===== src/rtl/reg_file_read_stage.sv =====
// Architectural register file with a registered, handshaked operand read stage.
// Two source operands are returned one cycle after a request is accepted; the
// write-back port is bypassed into both the accepting read and a held pair.
module reg_file_read_stage #(
  parameter int unsigned DATA_W   = 16,
  parameter int unsigned NUM_REGS = 16,
  parameter int unsigned IDX_W    = 4
) (
  input  logic              clk,
  input  logic              rst,
  input  logic              wr_en,
  input  logic [IDX_W-1:0]  wr_idx,
  input  logic [DATA_W-1:0] wr_data,
  input  logic              rd_valid_in,
  output logic              rd_ready_out,
  input  logic [IDX_W-1:0]  src1_idx,
  input  logic [IDX_W-1:0]  src2_idx,
  input  logic              flush,
  output logic              rd_valid_out,
  input  logic              rd_ready_in,
  output logic [DATA_W-1:0] src1_data,
  output logic [DATA_W-1:0] src2_data,
  output logic [IDX_W-1:0]  src1_idx_q,
  output logic [IDX_W-1:0]  src2_idx_q
);

  // Register storage; entry 0 is never written and is masked on read.
  logic [DATA_W-1:0] regs [NUM_REGS];

  logic              accept;
  logic              hold;
  logic              wr_live;
  logic [DATA_W-1:0] op1_c;
  logic [DATA_W-1:0] op2_c;
  logic              refresh1;
  logic              refresh2;

  // Stage can take a new pair when empty or when the current pair leaves.
  assign rd_ready_out = !rd_valid_out || rd_ready_in;

  // Handshake decode and operand selection with same-cycle write bypass.
  always_comb begin
    accept   = 1'b0;
    hold     = 1'b0;
    wr_live  = 1'b0;
    op1_c    = '0;
    op2_c    = '0;
    refresh1 = 1'b0;
    refresh2 = 1'b0;

    accept  = rd_valid_in && rd_ready_out && !flush;
    hold    = rd_valid_out && !rd_ready_in && !flush;
    wr_live = wr_en && (wr_idx != '0);

    if (src1_idx == '0) begin
      op1_c = '0;
    end else if (wr_en && (wr_idx == src1_idx)) begin
      op1_c = wr_data;
    end else begin
      op1_c = regs[src1_idx];
    end

    if (src2_idx == '0) begin
      op2_c = '0;
    end else if (wr_en && (wr_idx == src2_idx)) begin
      op2_c = wr_data;
    end else begin
      op2_c = regs[src2_idx];
    end

    refresh1 = hold && wr_live && (wr_idx == src1_idx_q);
    refresh2 = hold && wr_live && (wr_idx == src2_idx_q);
  end

  // Single write port; index 0 writes are dropped.
  always_ff @(posedge clk) begin
    if (!rst) begin
      for (int i = 0; i < int'(NUM_REGS); i++) begin
        regs[i] <= '0;
      end
    end else if (wr_live) begin
      regs[wr_idx] <= wr_data;
    end
  end

  // Output valid: flush wins, then accept, then drain on ready, else hold.
  always_ff @(posedge clk) begin
    if (!rst) begin
      rd_valid_out <= 1'b0;
    end else if (flush) begin
      rd_valid_out <= 1'b0;
    end else if (accept) begin
      rd_valid_out <= 1'b1;
    end else if (rd_ready_in) begin
      rd_valid_out <= 1'b0;
    end
  end

  // Operand pair: load on accept, refresh a held pair from write-back.
  always_ff @(posedge clk) begin
    if (!rst) begin
      src1_data  <= '0;
      src2_data  <= '0;
      src1_idx_q <= '0;
      src2_idx_q <= '0;
    end else if (accept) begin
      src1_data  <= op1_c;
      src2_data  <= op2_c;
      src1_idx_q <= src1_idx;
      src2_idx_q <= src2_idx;
    end else begin
      if (refresh1) begin
        src1_data <= wr_data;
      end
      if (refresh2) begin
        src2_data <= wr_data;
      end
    end
  end

endmodule


===== config.mk =====
export PLATFORM = sky130hd
export DESIGN_NAME = reg_file_read_stage
export DESIGN_NICKNAME = d
export VERILOG_FILES = /design/src/rtl/reg_file_read_stage.sv
export SDC_FILE = /design/constraint.sdc
export NUM_CORES = 1
export LEC_CHECK = 0
export BUFFER_PORTS_ARGS = -buffer_cell sky130_fd_sc_hd__buf_4
export CORE_MARGIN = 8
export CORE_UTILIZATION = 51
export DETAILED_ROUTE_END_ITERATION = 10
export MAX_ROUTING_LAYER = met4
export PLACE_DENSITY = 0.78
export RECOVER_POWER = 100
export SLEW_MARGIN = 20
export SYNTH_ARGS = -nofsm -noshare
export SYNTH_HDL_FRONTEND = slang
export SYNTH_SLANG_ARGS = --single-unit

===== constraint.sdc =====
create_clock -name clk -period 5.5 [get_ports clk]
set_clock_uncertainty 0.2 [all_clocks]
set_input_delay 0 -clock clk [delete_from_list [all_inputs] [get_ports clk]]
set_output_delay 0 -clock clk [all_outputs]
set_load 0.02 [all_outputs]

Word-level counts from Yosys, hierarchy flattened

Memories as Yosys holds them, arrays and structs flattened.
Cells that the tools add are included.

Reduce and logical (&&, ||, !) cells: 22
Bitwise logic cells: 1
Equal/unequal tests: 4
Mux-type cells: 17

Operator list:

| operator            | count |
|---|---|
| 16-bit 2-to-1 mux   | 9 |
| 4-bit == test       | 4 |
| 16-bit OR reduction | 1 |
| 1-bit logical AND   | 10 |
| 4-bit logical NOT   | 2 |
| 1-bit 2-to-1 mux    | 7 |
| 2-bit nonzero test  | 3 |
| 4-bit 2-to-1 mux    | 1 |
| 4-bit nonzero test  | 1 |
| 1-bit logical NOT   | 3 |
| 2-bit OR reduction  | 1 |
| 1-bit logical OR    | 1 |
| 1-bit inverter      | 1 |

Input port bits: 34
Memory bits (writable): 256
Word-level logic and storage cells: 50
Output and inout port bits: 42
Flip-flop bits (word level): 41
Memories: 1

Memories:

| name | words | bits a word | read ports | clocked after memory_dff | write ports | line | text |
|---|---|---|---|---|---|---|---|
| regs | 16    | 16          | 2          | 0                        | 16          | 28   | `logic [DATA_W-1:0] regs [NUM_REGS];` |

Longest topological paths before layout

Depth after elaboration: 7
Mapped depth: 8

Least setup slack after synthesis

OpenSTA, ideal clock, no wires.

Path kind: input to register
From: input wr_idx[1]
To: memory regs[13][0], enable pin
Setup slack: 3.012 ns
Data required time: 4.889 ns
Library setup time: 0.411 ns
Data arrival time: 1.876 ns
Cell stages on the path: 4
Cell sequence: buf_2 or3_1 clkbuf_1 o21ai_0

RTL lines:

| element            | line | text |
|---|---|---|
| start: declaration | 12   | `input logic [IDX_W-1:0] wr_idx,` |
| end: declaration   | 28   |  |

Worst setup path in the final report

From: register rd_valid_out
To: register src1_data[7]

Cells in the longest elaborated chain, start to end: 5
Elaborated cells on any way between the ends: 10

RTL lines:

| element                                                        | line   | text |
|---|---|---|
| start: declaration                                             | 19     | `output logic rd_valid_out,` |
| start signal: assignment                                       | 89     | `rd_valid_out <= 1'b0;` |
| start signal: assignment                                       | 91     | `rd_valid_out <= 1'b0;` |
| start signal: assignment                                       | 93     | `rd_valid_out <= 1'b1;` |
| 1-bit logical NOT / 1-bit logical AND (equally long branches)  | 39, 52 |  |
| 1-bit logical OR / 1-bit logical AND (equally long branches)   | 39, 52 |  |
| 1-bit logical AND (on tied branches) (2 in series)             | 51, 71 |  |
| 16-bit 2-to-1 mux / 2-bit nonzero test (equally long branches) | --     |  |
| end signal: assignment                                         | 107    | `src1_data <= op1_c;` |
| end signal: assignment                                         | 113    | `src1_data <= wr_data;` |
| end: declaration                                               | 21     | `output logic [DATA_W-1:0] src1_data,` |

Parallel ways exist; a longest one is shown, timed or not.
A chain may end at the register's enable or synchronous reset.

==> results.toml <==
[route]
wl_per_cell_um = 29.1
drc = 0
initialDrtViolationCount = 1294
routed_via_density = 6.62
firstDrtPassIters = 7
via_count = 10551
ant_nets = 0
wirelength_um = 46300

[cts]
htree_num_levels = 1
clk_latency_ns = 0.56
root_buffer = "clkbuf_16"
cts_sinks = 297
path_clk_slew_ns = 0.06
cts_tree = "done"
postCtsSetupBuffers = 0
cts_buffer_depth = 3
cts_made_buffers = 29

[die]
io_pins = 76
die_w_um = 190
die_area_sq_um = 36200
core-area_sq_um = 29800
fp.dieH_um = 190
rows = 63
start_util = 0.519

[cells_and_area]
area_delta_synth_final_pct = 12.7
mostFrequentLayoutCells = "edfxtp_1, and2_0, mux4_2"
final_cells = 1594
layout-drive-gt1-share = 0.197
nFillCells = 2304
nets = 1216
final_common_cell = "edfxtp_1"
design_area_sq_um = 17400

[synth]
yosysSeqAreaShare = 0.550
yosysWarnings = 0
synth.area.top_cells = "edfxtp_1, mux4_2, and2_1, dfxtp_1, nand3_1"
ys_ff_latch = 297
synth_cell_types = 44
ys_async_sr_fraction = 0
synth-edff-count = 256
synth_top_area_share = 0.497
ys.flop_type = "edfxtp_1"
syn_area_per_cell_sq_um = 14.3
netlist_area_sq_um = 15500
synth_top_area_cell = "edfxtp_1"
synth_cells = 1083

[timing]
worst_pin_slew_ns = 2.66
fin_tns_setup_ns = 0
hold_slack_ns = 0.0677
period_share = 0.706
min_period_ns = 3.89
max-slew-margin-rel = -0.785
drv_slew = 232
max_freq_ghz = 0.257
rsz0062_at_grt = "no"
hold_viol = 0
setup_violations = 0

[critical_path]
worstSetupPathType = "reg2reg"
cp_slowest_stage_delay_ns = 0.93
critPathRequiredTime_ns = 5.80
cp_max_fo = 18
crit_family = "buffers and inverters"
cp_cell_sequence = "nor2b_1, nor3b_1, dlygate4sd3_1, clkbuf_1, a41o_1, nand3_1, a31oi_1, dlygate4sd3_1"
cpMostUsedCell = "dlygate4sd3_1"
critPathSlowestCell = "a41o_1"
cp-start-kind = "flip-flop"
cp-end-kind = "flip-flop"
worstPathArrival_ns = 4.18
worst-path-buf-inv = 3

[global_routing]
antenna_found_initial = 2
grt_pass1_wl_um = 68800
grt_max_degree = 68
grt_pass1_vias = 10784
track_usage = 0.263
overflow = 0

[power_and_ir_drop]
p_total_mw = 5.24
leakage_nw = 5.81
peakVddDrop_mv = 0.191
p_per_area_nw_per_um2 = 300

[placement]
hpwl_um = 27800
placed_area_sq_um = 16400
io_buffers = 75
dp_cells = 1495
gp_congestion = 0.876

[worst_hold_path]
hold_class = "in2reg"

[run_status]
violations = "max-capacitance violations, max-slew violations"
status = "complete, but fails checks"

[flow_run]
drv_cap = 16
## registers in the layout (all words and copies together) (netlist names)
register and flops:
src1_data 16, src2_idx_q 4, regs 256, src2_data 16
rd_valid_out 1, src1_idx_q 4
## metrics by stage
stage               setup slack (ns)  utilization
floorplan                       3.01            -
global placement                2.53        0.551
detailed placement              2.38        0.551
CTS                             2.13        0.596
global route                    1.46        0.585
finish                          1.61        0.585
## routing by layer
| metal | wire length [um] | global-route usage |
|---|---|---|
| met1 | 15500 | 0.309 |
| met2 | 22900 | 0.426 |
| met3 | 5140 | 0.0503 |
| met4 | 2770 | 0.143 |
| met5 | 0 | - |
## power breakdown
group / leakage (nW) / switching (mW) / internal [mW]
logic: 2.60 / 0.375 / 0.296
registers: 2.78 / 0.0805 / 2.59
clock network: 0.427 / 0.845 / 1.06
## kinds of logic after synthesis
logic type,count (synthesis),share of synthesized area
buffers and inverters,131,0.0381
AOI/OAI and AO/OA,81,0.0391
DFF,297,0.550
muxes,160,0.219
and+or+nand+nor,398,0.145
xor gates and xnor gates,15,0.00849
other,1,0.000242
## path summary, 6_finish.rpt
path	slack, ns	start	cells after the start	endpoint
max reg2reg	1.61	rd_valid_out$_SDFFE_PP0P_	8	src1_data[7]$_SDFFE_PN0P_
max	1.61	rd_valid_out$_SDFFE_PP0P_	8	src1_data[7]$_SDFFE_PN0P_
min reg2reg	0.29	src2_idx_q[3]$_SDFFE_PN0P_	2	src2_idx_q[3]$_SDFFE_PN0P_
min	0.07	wr_en	4	src1_data[9]$_SDFFE_PN0P_
## final cells by class
type	count	area [sq um]	area share
well taps	390	488	0.0280
clock inverters	15	124	0.00710
inverters	35	131	0.00753
repair buffers	149	1000	0.0576
clock buffers	37	756	0.0433
flip-flops and latches	297	8510	0.488
multi-input cells	670	6430	0.369
diodes	1	2.50	0.000143
## repair_timing
action,in CTS,in global routing
gates resized for setup,0,0
endpoints found under the setup margin,0,0
hold buffers,46,0
hold endpoints to repair,286,0
## Yosys cell counts, types with 2 or more instances
cell      number
nor4_1         5
a41o_1         2
mux2_2         4
buf_2         31
o21ai_0       12
a32oi_1        4
nand2b_1      11
o221ai_2       5
clkbuf_1      50
nand4_1        2
nor2_1        11
or3_1          2
buf_12         2
buf_1          7
nand2_1       64
a21oi_1       13
mux4_2       142
buf_4          5
edfxtp_1     256
xor2_1         9
and2_1       240
dfxtp_1       41
a31oi_1       14
mux2i_1       14
clkinv_1      10
o221ai_1      13
o211ai_1      14
nor3_1         6
nand3_1       48
xnor2_1        6
inv_1         25
or2_2          2
nor2b_1        2
## worst min-delay path, stage by stage
cell and delay [ns]:
buf_4 0.14, a311oi_2 0.32, a32oi_1 0.23, a21oi_1 0.08
Note: power is estimated with default switching activity, not from simulation.
